[config.mk]
export PLATFORM = sky130hd
export DESIGN_NAME = hiscore_port_ctrl
export DESIGN_NICKNAME = d
export VERILOG_FILES = /design/src/rtl/hiscore_port_ctrl.sv
export SDC_FILE = /design/constraint.sdc
export NUM_CORES = 1
export LEC_CHECK = 0
export BUFFER_PORTS_ARGS = -buffer_cell sky130_fd_sc_hd__buf_4
export CORE_UTILIZATION = 63
export DETAILED_ROUTE_END_ITERATION = 16
export HOLD_SLACK_MARGIN = 0.02
export PLACE_DENSITY = 0.85
export SYNTH_ARGS = -nofsm -noshare
export SYNTH_HDL_FRONTEND = slang
export SYNTH_SLANG_ARGS = --single-unit
export TNS_END_PERCENT = 50
[constraint.sdc]
create_clock -name clk_49m -period 6.6 [get_ports clk_49m]
set_clock_uncertainty 0.1 [all_clocks]
set_input_delay 1.65 -clock clk_49m [delete_from_list [all_inputs] [get_ports clk_49m]]
set_output_delay 1.65 -clock clk_49m [all_outputs]
set_load 0.02 [all_outputs]
[src/rtl/hiscore_port_ctrl.sv]
// rtl/hiscore_port_ctrl.sv - hiscore RAM port initiator: region-table save/restore over byte streams
module hiscore_port_ctrl #(
   parameter int ADDR_W      = 12,
   parameter int MAX_REGIONS = 4,
   parameter int RD_LAT      = 2
) (
   input  logic                           clk_49m,
   input  logic                           reset,
   input  logic                           cfg_wr,
   input  logic [$clog2(MAX_REGIONS)-1:0] cfg_idx,
   input  logic [ADDR_W-1:0]              cfg_start,
   input  logic [ADDR_W:0]                cfg_len,
   input  logic                           cmd_save,
   input  logic                           cmd_restore,
   output logic                           busy,
   output logic                           done,
   output logic                           pause_req,
   output logic [7:0]                     so_data,
   output logic                           so_valid,
   input  logic                           so_ready,
   input  logic [7:0]                     si_data,
   input  logic                           si_valid,
   output logic                           si_ready,
   output logic [ADDR_W-1:0]              hs_address,
   output logic [7:0]                     hs_data_in,
   input  logic [7:0]                     hs_data_out,
   output logic                           hs_write_enable,
   output logic                           hs_access_write
);
   localparam int IDX_W  = $clog2(MAX_REGIONS);
   localparam int WAIT_W = $clog2(RD_LAT + 1);

   localparam logic [2:0] IDLE   = 3'd0;
   localparam logic [2:0] NEXT   = 3'd1;
   localparam logic [2:0] S_ADDR = 3'd2;
   localparam logic [2:0] S_WAIT = 3'd3;
   localparam logic [2:0] S_OUT  = 3'd4;
   localparam logic [2:0] R_IN   = 3'd5;
   localparam logic [2:0] R_WR   = 3'd6;
   localparam logic [2:0] FINISH = 3'd7;

   logic [2:0]        state_q, state_d;
   logic [IDX_W:0]    idx_q, idx_d;
   logic [ADDR_W-1:0] addr_q, addr_d;
   logic [ADDR_W:0]   cnt_q, cnt_d;
   logic [WAIT_W-1:0] wait_q, wait_d;
   logic [7:0]        so_data_q, so_data_d;
   logic [7:0]        wdata_q, wdata_d;
   logic              restore_q, restore_d;
   logic              acc_wr_q, acc_wr_d;
   logic              done_q, done_d;

   logic [ADDR_W-1:0] start_q [MAX_REGIONS];
   logic [ADDR_W:0]   len_q   [MAX_REGIONS];
   logic [IDX_W-1:0]  cur;
   logic              last_byte;

   assign cur       = idx_q[IDX_W-1:0];
   assign last_byte = (cnt_q == (ADDR_W+1)'(1));

   always_ff @(posedge clk_49m) begin
      if (reset) begin
         for (int i = 0; i < MAX_REGIONS; i++) begin
            start_q[i] <= '0;
            len_q[i]   <= '0;
         end
      end else if (cfg_wr && state_q == IDLE) begin
         start_q[cfg_idx] <= cfg_start;
         len_q[cfg_idx]   <= cfg_len;
      end
   end

   always_comb begin
      state_d   = state_q;
      idx_d     = idx_q;
      addr_d    = addr_q;
      cnt_d     = cnt_q;
      wait_d    = wait_q;
      so_data_d = so_data_q;
      wdata_d   = wdata_q;
      restore_d = restore_q;
      acc_wr_d  = acc_wr_q;
      done_d    = 1'b0;
      case (state_q)
         IDLE: begin
            if (cmd_save || cmd_restore) begin
               state_d   = NEXT;
               idx_d     = '0;
               restore_d = !cmd_save;
               acc_wr_d  = !cmd_save;
            end
         end
         NEXT: begin
            // The last entry finishes directly when empty, so an empty table costs MAX_REGIONS+1 busy cycles.
            if (idx_q == (IDX_W+1)'(MAX_REGIONS)) begin
               state_d = FINISH;
            end else if (len_q[cur] != '0) begin
               addr_d  = start_q[cur];
               cnt_d   = len_q[cur];
               idx_d   = idx_q + (IDX_W+1)'(1);
               state_d = restore_q ? R_IN : S_ADDR;
            end else begin
               idx_d = idx_q + (IDX_W+1)'(1);
               if (idx_q == (IDX_W+1)'(MAX_REGIONS - 1))
                  state_d = FINISH;
            end
         end
         S_ADDR: begin
            wait_d  = '0;
            state_d = S_WAIT;
         end
         S_WAIT: begin
            if (wait_q == WAIT_W'(RD_LAT - 1)) begin
               so_data_d = hs_data_out;
               state_d   = S_OUT;
            end else begin
               wait_d = wait_q + WAIT_W'(1);
            end
         end
         S_OUT: begin
            if (so_ready) begin
               addr_d  = addr_q + ADDR_W'(1);
               cnt_d   = cnt_q - (ADDR_W+1)'(1);
               state_d = last_byte ? NEXT : S_ADDR;
            end
         end
         R_IN: begin
            if (si_valid) begin
               wdata_d = si_data;
               state_d = R_WR;
            end
         end
         R_WR: begin
            addr_d  = addr_q + ADDR_W'(1);
            cnt_d   = cnt_q - (ADDR_W+1)'(1);
            state_d = last_byte ? NEXT : R_IN;
         end
         FINISH: begin
            done_d   = 1'b1;
            acc_wr_d = 1'b0;
            state_d  = IDLE;
         end
         default: state_d = IDLE;
      endcase
   end

   always_ff @(posedge clk_49m) begin
      if (reset) begin
         state_q   <= IDLE;
         idx_q     <= '0;
         addr_q    <= '0;
         cnt_q     <= '0;
         wait_q    <= '0;
         so_data_q <= '0;
         wdata_q   <= '0;
         restore_q <= 1'b0;
         acc_wr_q  <= 1'b0;
         done_q    <= 1'b0;
      end else begin
         state_q   <= state_d;
         idx_q     <= idx_d;
         addr_q    <= addr_d;
         cnt_q     <= cnt_d;
         wait_q    <= wait_d;
         so_data_q <= so_data_d;
         wdata_q   <= wdata_d;
         restore_q <= restore_d;
         acc_wr_q  <= acc_wr_d;
         done_q    <= done_d;
      end
   end

   assign busy            = (state_q != IDLE);
   assign pause_req       = busy;
   assign done            = done_q;
   assign so_data         = so_data_q;
   assign so_valid        = (state_q == S_OUT);
   assign si_ready        = (state_q == R_IN);
   assign hs_address      = addr_q;
   assign hs_data_in      = wdata_q;
   assign hs_write_enable = (state_q == R_WR);
   assign hs_access_write = acc_wr_q;
endmodule

==> results.sh <==
export IMPL_status="finished clean"
export IMPL_leakagePower_nw=3.18
export IMPL_slew_headroom=0.347
export IMPL_synthArstFlopShare=0
export IMPL_gp_congestion=0.834
export IMPL_yosysTopAreaCell="edfxtp_1"
export IMPL_area_growth_pct=16.7
export IMPL_postCtsSetupRepairBufs=0
export IMPL_drc=0
export IMPL_setup_tns_ns=0
export IMPL_layout_drive_gt1_share=0.242
export IMPL_drtIter0Drc=520
export IMPL_p_per_area_nw_per_um2=281
export IMPL_initial_core_util=0.647
export IMPL_rsz0062_at_grt="false"
export IMPL_drv_cap=0
export IMPL_postSynthAreaPerCell_um2=11.5
export IMPL_grt_pass1_vias=5199
export IMPL_fin_nets=763
export IMPL_vias=5436
export IMPL_worstPathMaxFanout=57
export IMPL_numCtsBuffers=17
export IMPL_cp_required_ns=4.85
export IMPL_crit_type="flip-flop to output port"
export IMPL_ys_types=53
export IMPL_fmax_ghz=0.254
export IMPL_crit_slowest_cell="nand2b_2"
export IMPL_dp_hpwl_um=10600
export IMPL_arrival_ns=2.19
export IMPL_path_clk_slew_ns=0.06
export IMPL_clockRootBuffer="clkbuf_16"
export IMPL_fin_crit_ns=3.94
export IMPL_crit_chain="nand2b_2 > nor2_1 > buf_4"
export IMPL_synth_warnings=0
export IMPL_ant_nets=0
export IMPL_grt_first_pass_wirelength_um=25700
export IMPL_design_area_um2=8620
export IMPL_max_stage_delay_ns=0.86
export IMPL_start_kind="flip-flop"
export IMPL_place_ws_ns=2.86
export IMPL_yosysTopAreaCellShare=0.407
export IMPL_routed_wl_um=16700
export IMPL_syn_area_um2=7390
export IMPL_cts_tree="yes"
export IMPL_yosys_top_cells_count="and2_1, edfxtp_1, nand2_1"
export IMPL_ir_drop_v=0.000270
export IMPL_insertion_delay_ns=0.43
export IMPL_drt_pass1_iterations=5
export IMPL_finalHoldViolations=0
export IMPL_die_w_um=110
export IMPL_end_kind="output port"
export IMPL_finalWorstSetupSlack_ns=2.66
export IMPL_yosysMostFrequentCell="and2_1"
export IMPL_cts_buffer_depth=2
export IMPL_antennaDiodeCount=0
export IMPL_ys_seq_area_frac=0.553
export IMPL_synthFlopType="edfxtp_1"
export IMPL_grt_overflow_total=0
export IMPL_htreeDepth=4
export IMPL_hold_path_class="flip-flop to flip-flop"
export IMPL_via_per_inst=6.31
export IMPL_critPathTopFamily="simple AND/OR/NAND/NOR gates"
export IMPL_postSynthCellCount=640
export IMPL_dpl_cell_area_um2=8050
export IMPL_period_share=0.596
export IMPL_track_usage=0.291
export IMPL_wl_per_cell_um=19.4
export IMPL_slew_viol_final=0
export IMPL_cts_num_sinks=154
export IMPL_pin_count=85
export IMPL_dieArea_um2=12200
export IMPL_cts_resized=0
export IMPL_utilization=0.755
export IMPL_core_um2=11400
export IMPL_synth_edff_count=100
export IMPL_setup_viol=0
export IMPL_critPathBufInv=1
export IMPL_synth_seq_cells=154
export IMPL_grt_max_degree=59
export IMPL_io_buffers=84
export IMPL_tightest_slew_ns=0.980
export IMPL_ys_top_cells_by_area="edfxtp_1, dfxtp_1, and2_1"
export IMPL_synth_nets=697
export IMPL_antenna_found_initial=0
export IMPL_rows=39
export IMPL_cts_hold_buf=0
export IMPL_die_h_um=110
-- registers in the layout, summed over array words and instances (netlist names), named ones only --
name / count
so_data: 8
hs_address: 12
hs_access_write: 1
idx_q: 3
start_q: 48
hs_data_in: 8
done: 1
cnt_q: 13
restore_q: 1
len_q: 52
state_q: 3
wait_q: 2
-- cells in the final DEF, fill, tap and decap left out, drive strengths merged, types with 15 or more instances in the layout --
master,count
a211oi,15
a21oi,41
dfxtp,54
nand2,61
clkbuf,18
and2,103
edfxtp,100
inv,20
mux4,25
o21ai,17
nor2,30
buf,93
nor3,15
-- cell families (layout without fill, tap and decap cells) --
| logic type | after synthesis | count (layout) | share of synthesized area |
|---|---|---|---|
| simple gates | 257 | 257 | 0.193 |
| flops | 154 | 154 | 0.553 |
| compound gates | 135 | 135 | 0.126 |
| buf+inv | 59 | 138 | 0.0366 |
| mux | 28 | 28 | 0.0803 |
| fa+ha+maj | 7 | 7 | 0.0119 |
-- per-stage QoR --
step	hold WS, ns	power (W)	std cells
6_report	0.357	0.00242	862
4_1_cts	0.362	0.00243	862
3_5_place_dp	0.351	0.00149	830
3_3_place_gp	0.345	0.00148	830
2_1_floorplan	0.351	0.00138	640
5_1_grt	0.373	0.00251	862
-- path summary, 6_finish.rpt --
path | from | endpoint | slack (ns) | cells past startpoint
max reg2reg | flip-flop | hs_address[7] | 3.13 | 6
min reg2reg | so_data[6] | so_data[6] | 0.36 | 2
min | so_data[6] | so_data[6] | 0.36 | 2
max | state_q[0] | so_valid | 2.66 | 3
-- layer usage --
layer / share of wire / track usage / wire, um / vias to the layer above
li1: - / - / - / 2506
met1: 0.41 / 0.371 / 6780 / 2649
met2: 0.50 / 0.467 / 8320 / 240
met3: 0.074 / 0.0794 / 1230 / 41
met4: 0.021 / 0.132 / 353 / 0
met5: 0 / 0 / 0 / -
-- tightest hold or removal path: stages, from the launching register on --
cell and delay [ns]:
dfxtp_1 0.31, nand2_1 0.05, a21oi_1 0.05
-- report_power, final --
group | leakage, nW | switching [W] | internal (W) | total [W]
clock network | 0.276 | 0.000406 | 0.000535 | 0.000941
logic | 1.42 | 0.000209 | 0.000147 | 0.000356
registers | 1.48 | 0.0000397 | 0.00109 | 0.00113
-- area by class of cell --
| type | count | area [um2] |
|---|---|---|
| Sequential cell | 154 | 4080 |
| Inverter | 13 | 48.8 |
| Clock inverter | 14 | 131 |
| Fill cell | 730 | 2800 |
| Multi-Input combinational cell | 427 | 3040 |
| Clock buffer | 18 | 439 |
| Tap cell | 143 | 179 |
| Timing Repair Buffer | 93 | 698 |
No activity file was read; power rests on OpenSTA's default activity.
